**src/rtl/ssd_digit_scan.sv**
```systemverilog
// Four-digit multiplexed seven-segment scanner.
// A prescaler divides clk into digit slots. Each slot presents one shadowed
// BCD digit on dec and drives the matching active-low anode. Per-digit enable
// and blink masks can blank a slot. dec, an and scan_tick are registered.
module ssd_digit_scan #(
  parameter int CLK_DIV     = 100000,
  parameter int BLINK_TICKS = 250
) (
  input  logic        clk,
  input  logic        rst_n,
  input  logic        load,
  input  logic [15:0] digits_in,
  input  logic [3:0]  en_in,
  input  logic [3:0]  blink_in,
  output logic [3:0]  dec,
  output logic [3:0]  an,
  output logic        scan_tick
);

  localparam int CW = (CLK_DIV > 1) ? $clog2(CLK_DIV) : 1;
  localparam int BW = (BLINK_TICKS > 1) ? $clog2(BLINK_TICKS) : 1;
  localparam logic [CW-1:0] CNT_LAST   = CW'(CLK_DIV - 1);
  localparam logic [BW-1:0] BLINK_LAST = BW'(BLINK_TICKS - 1);

  // State registers
  logic [CW-1:0] cnt_q, cnt_d;
  logic [1:0]    idx_q, idx_d;
  logic [BW-1:0] blink_cnt_q, blink_cnt_d;
  logic          blink_phase_q, blink_phase_d;
  logic [15:0]   digits_q, digits_d;
  logic [3:0]    en_q, en_d;
  logic [3:0]    blink_q, blink_d;
  logic [3:0]    dec_q, dec_d;
  logic [3:0]    an_q, an_d;
  logic          tick_out_q, tick_out_d;

  logic          tick;
  logic          slot_visible;
  logic [3:0]    an_slot;

  assign tick = (cnt_q == CNT_LAST);

  // A slot is lit only when enabled and not in the dark half of a blink.
  assign slot_visible = en_q[idx_q] & ~(blink_q[idx_q] & blink_phase_q);

  // Per-anode decode: only the current slot's anode may go low.
  for (genvar gi = 0; gi < 4; gi++) begin : g_an
    assign an_slot[gi] = ~(slot_visible && (idx_q == 2'(gi)));
  end

  // Next-state logic: prescaler, slot scan, blink timing, shadow capture.
  // Outputs are sampled from the shadow registers before any same-edge load
  // lands, so a colliding load only affects later slots.
  always_comb begin
    cnt_d         = cnt_q;
    idx_d         = idx_q;
    blink_cnt_d   = blink_cnt_q;
    blink_phase_d = blink_phase_q;
    digits_d      = digits_q;
    en_d          = en_q;
    blink_d       = blink_q;
    dec_d         = dec_q;
    an_d          = an_q;
    tick_out_d    = 1'b0;

    if (tick) begin
      cnt_d      = '0;
      idx_d      = idx_q + 2'd1;
      dec_d      = digits_q[{idx_q, 2'b00} +: 4];
      an_d       = an_slot;
      tick_out_d = 1'b1;
      if (blink_cnt_q == BLINK_LAST) begin
        blink_cnt_d   = '0;
        blink_phase_d = ~blink_phase_q;
      end else begin
        blink_cnt_d = blink_cnt_q + BW'(1);
      end
    end else begin
      cnt_d = cnt_q + CW'(1);
    end

    if (load) begin
      digits_d = digits_in;
      en_d     = en_in;
      blink_d  = blink_in;
    end
  end

  // State register with synchronous active-low reset taking priority.
  always_ff @(posedge clk) begin
    if (!rst_n) begin
      cnt_q         <= '0;
      idx_q         <= 2'd0;
      blink_cnt_q   <= '0;
      blink_phase_q <= 1'b0;
      digits_q      <= 16'h0000;
      en_q          <= 4'b0000;
      blink_q       <= 4'b0000;
      dec_q         <= 4'd0;
      an_q          <= 4'b1111;
      tick_out_q    <= 1'b0;
    end else begin
      cnt_q         <= cnt_d;
      idx_q         <= idx_d;
      blink_cnt_q   <= blink_cnt_d;
      blink_phase_q <= blink_phase_d;
      digits_q      <= digits_d;
      en_q          <= en_d;
      blink_q       <= blink_d;
      dec_q         <= dec_d;
      an_q          <= an_d;
      tick_out_q    <= tick_out_d;
    end
  end

  assign dec       = dec_q;
  assign an        = an_q;
  assign scan_tick = tick_out_q;

endmodule

```
**config.mk**
```make
export PLATFORM = sky130hd
export DESIGN_NAME = ssd_digit_scan
export DESIGN_NICKNAME = d
export VERILOG_FILES = /design/src/rtl/ssd_digit_scan.sv
export SDC_FILE = /design/constraint.sdc
export NUM_CORES = 1
export LEC_CHECK = 0
export CAP_MARGIN = 5
export CELL_PAD_IN_SITES_DETAIL_PLACEMENT = 0
export CELL_PAD_IN_SITES_GLOBAL_PLACEMENT = 1
export CORE_MARGIN = 8
export CORE_UTILIZATION = 32
export CTS_CLUSTER_SIZE = 16
export DETAILED_ROUTE_END_ITERATION = 10
export GPL_TIMING_DRIVEN = 1
export PLACE_DENSITY = 0.73
export SYNTH_ARGS = -nofsm -noshare
export SYNTH_HDL_FRONTEND = slang
export SYNTH_SLANG_ARGS = --single-unit
```
**constraint.sdc**
```tcl
create_clock -name clk -period 2.7 [get_ports clk]
set_input_delay 0.54 -clock clk [delete_from_list [all_inputs] [get_ports clk]]
set_output_delay 0.54 -clock clk [all_outputs]
set_load 0.01 [all_outputs]
```
==> metrics <==
Antenna Nets Post-Route 0; proportion of layout cells with a drive suffix above 1 0.102; Final setup viols 0; CTS Buf Count 9; largest net degree at the start of global routing 25; Final Power between 1.5 and 2 mW; Required @ worst endpoint a little under 3 ns; vias per cell about 4.8; max-cap violations 0; Setup CP Type reg -> reg; hold depth 1; RSZ-0062 raised after global routing false; Clock Tree Buf Depth 2; Root Driver clkbuf_8; htree depth 3; Static Leakage approximately 1.3 nW; drt first pass iters 4; Final Skew around 0.0081 ns; Post-Syn Instances between 200 and 300; hpwl dp a little under 4 mm; Cell Chain, Critical Path or4b_4 -> or4_4 -> nand2_1 -> nor2_1; # fillers ~840; antenna violations before repair 0; Detailed Route Iter0 Violations roughly 110; Final Cycle Share 0.834; most frequent cells in the layout 61 x dfxtp_1, 35 x clkdlybuf4s50_1, 26 x nor2_1, 25 x nor2b_1, 24 x mux2i_1; Final Hold Viols 0; commonest non-fill, non-tap cell in the layout dfxtp_1; Main synth FF type dfxtp_1; die height about 110 um; Core Area around 8600 um^2; hold buffer count at CTS 0; vias in the first global route 2129; die footprint 11900 um^2; area delta synth->final 22.7%; first-pass GRT wire length approximately 9.8 mm; antenna cells 0; synth warn 0; Synth Net Count 315; sequential area share after synthesis 0.440; Initial Utilization 0.325; final WL approximately 5.5 mm; Nets between 300 and 400; Cell Area, Synth roughly 2800 um^2; Post-synth EDFFs 0; Post CTS Setup Buffer Count 0; PwrDens about 520 nW/um^2; total gr overflow 0; clk sinks 61; CTS tree done; Fmax 0.444 GHz; Rel. slew slack 0.669; FFs w/ async S/R, synth 0; GP Congestion 0.753; status finished clean; DRC 0; I/O pins 36; clock slew at reported path FFs about 0.070 ns; crit-path max cell delay roughly 0.7 ns; wire per inst between 10 and 15 um; Yosys reg bits 61; syn_area_per_cell approximately 9.9 um^2; via count slightly above 2k; path depth of the worst reg2reg path 4; Worst Path Max Fanout 22; fin. max-slew vios 0; Peak VDD IR approximately 0.00028 V; # rows 34; crit path launch type flop; crit path time final 2.25 ns; Worst setup EP type flop; CP top delay family simple AND/OR/NAND/NOR gates; die width ~110 um; CP Buf/Inv Count 0; Worst-Skew Late Latency about 0.33 ns; Slew @ Worst Pin 0.495 ns; input/output buffers 35; post-route setup TNS 0 ns; Distinct cells, synth 46; CP max-delay cell or4_4; CTS resizes 0; Worst path depth 4; data arrival time of the critical path about 2.5 ns; HP Class reg -> reg; GRT Total Usage 0.104
[per-stage QoR]
| step | util | setup slack [ns] | instances | hold slack (ns) | cell area [um^2] |
|---|---|---|---|---|---|
| detailed placement | 0.378 | 0.389 | 415 | 0.450 | 3230 |
| CTS | 0.398 | 0.393 | 430 | 0.466 | 3410 |
| finish | 0.398 | 0.447 | 430 | 0.460 | 3410 |
| global placement | 0.378 | 0.457 | 415 | 0.440 | 3230 |
| global route | 0.398 | 0.278 | 430 | 0.493 | 3410 |
| floorplan | - | 0.637 | 281 | 0.430 | 2780 |
[synth_stat cells (2+ instances only)]
cell type,number,area [um^2]
nor3b_1,3,22.5
inv_1,7,26.3
buf_6,2,22.5
and2_1,3,18.8
ha_1,7,87.6
or4bb_1,2,22.5
xnor2_1,13,114
a21boi_0,6,45.0
xor2_1,2,17.5
a21boi_1,2,15.0
nor2_1,26,97.6
mux2i_1,24,240
and3_1,6,37.5
nor4_1,4,25.0
dfxtp_1,61,1220
nand4_1,7,43.8
o21ai_0,5,25.0
a32o_1,2,20.0
a211o_1,2,17.5
a21oi_1,2,10.0
nand3_1,7,35.0
nor3_1,3,15.0
clkbuf_1,11,41.3
nor2b_1,25,156
o31ai_1,2,15.0
mux4_2,6,135
or3_1,3,18.8
nand2_1,20,75.1
[worst reg2reg max path, delay by kind of cell (launching register included)]
kind,cells,cell delay [ns]
flip-flops,1,0.34
AND/OR/NAND/NOR,4,1.79
[path summary, 6_finish.rpt]
kind / startpoint / end / slack [ns]
setup / recovery: cnt_q[14]$_SDFF_PP0_ / cnt_q[8]$_SDFF_PP0_ / 0.45
hold / removal: cnt_q[0]$_SDFF_PP0_ / cnt_q[0]$_SDFF_PP0_ / 0.46
setup reg to reg: cnt_q[14]$_SDFF_PP0_ / cnt_q[8]$_SDFF_PP0_ / 0.45
hold reg to reg: cnt_q[0]$_SDFF_PP0_ / cnt_q[0]$_SDFF_PP0_ / 0.46
[flip-flops by register name (all words and copies together) (netlist names)]
register,cells
en_q,4
dec,4
blink_q,4
cnt_q,17
idx_q,2
blink_phase_q,1
an,4
digits_q,16
blink_cnt_q,8
scan_tick,1
[area by class of cell]
cell class	instances	area, um^2	share of cell area
clock inverter	4	23.8	0.00698
clock buffer	11	151	0.0445
multi-input combinational	198	1450	0.427
sequential	61	1220	0.359
timing repair buffer	41	395	0.116
tap	108	135	0.0397
inverter	7	26.3	0.00771
[where the power goes]
part | internal, mW | switching [mW] | leakage (nW) | total [mW]
logic | 0.0741 | 0.0427 | 0.659 | 0.117
clock network | 0.374 | 0.342 | 0.0949 | 0.716
registers | 0.925 | 0.0141 | 0.497 | 0.939
total | 1.37 | 0.399 | 1.25 | 1.77
[logic make-up (layout without fill, tap and decap cells)]
family                   after synthesis  in the layout  synth area share
buffers and inverters                 22             63            0.0370
AND/OR/NAND/NOR                      118            118             0.235
XOR/XNOR                              15             15            0.0473
flip-flops                            61             61             0.440
multiplexers                          30             30             0.135
AO/OA/AOI/OAI                         28             28            0.0744
adder cells (fa/ha/maj)                7              7            0.0315
[metal layers]
metal	global-route usage	share of wire
met1	0.118	0.47
met2	0.165	0.45
met3	0.0467	0.057
met4	0.0499	0.020
met5	0	0
No activity file was read; power rests on OpenSTA's default activity.
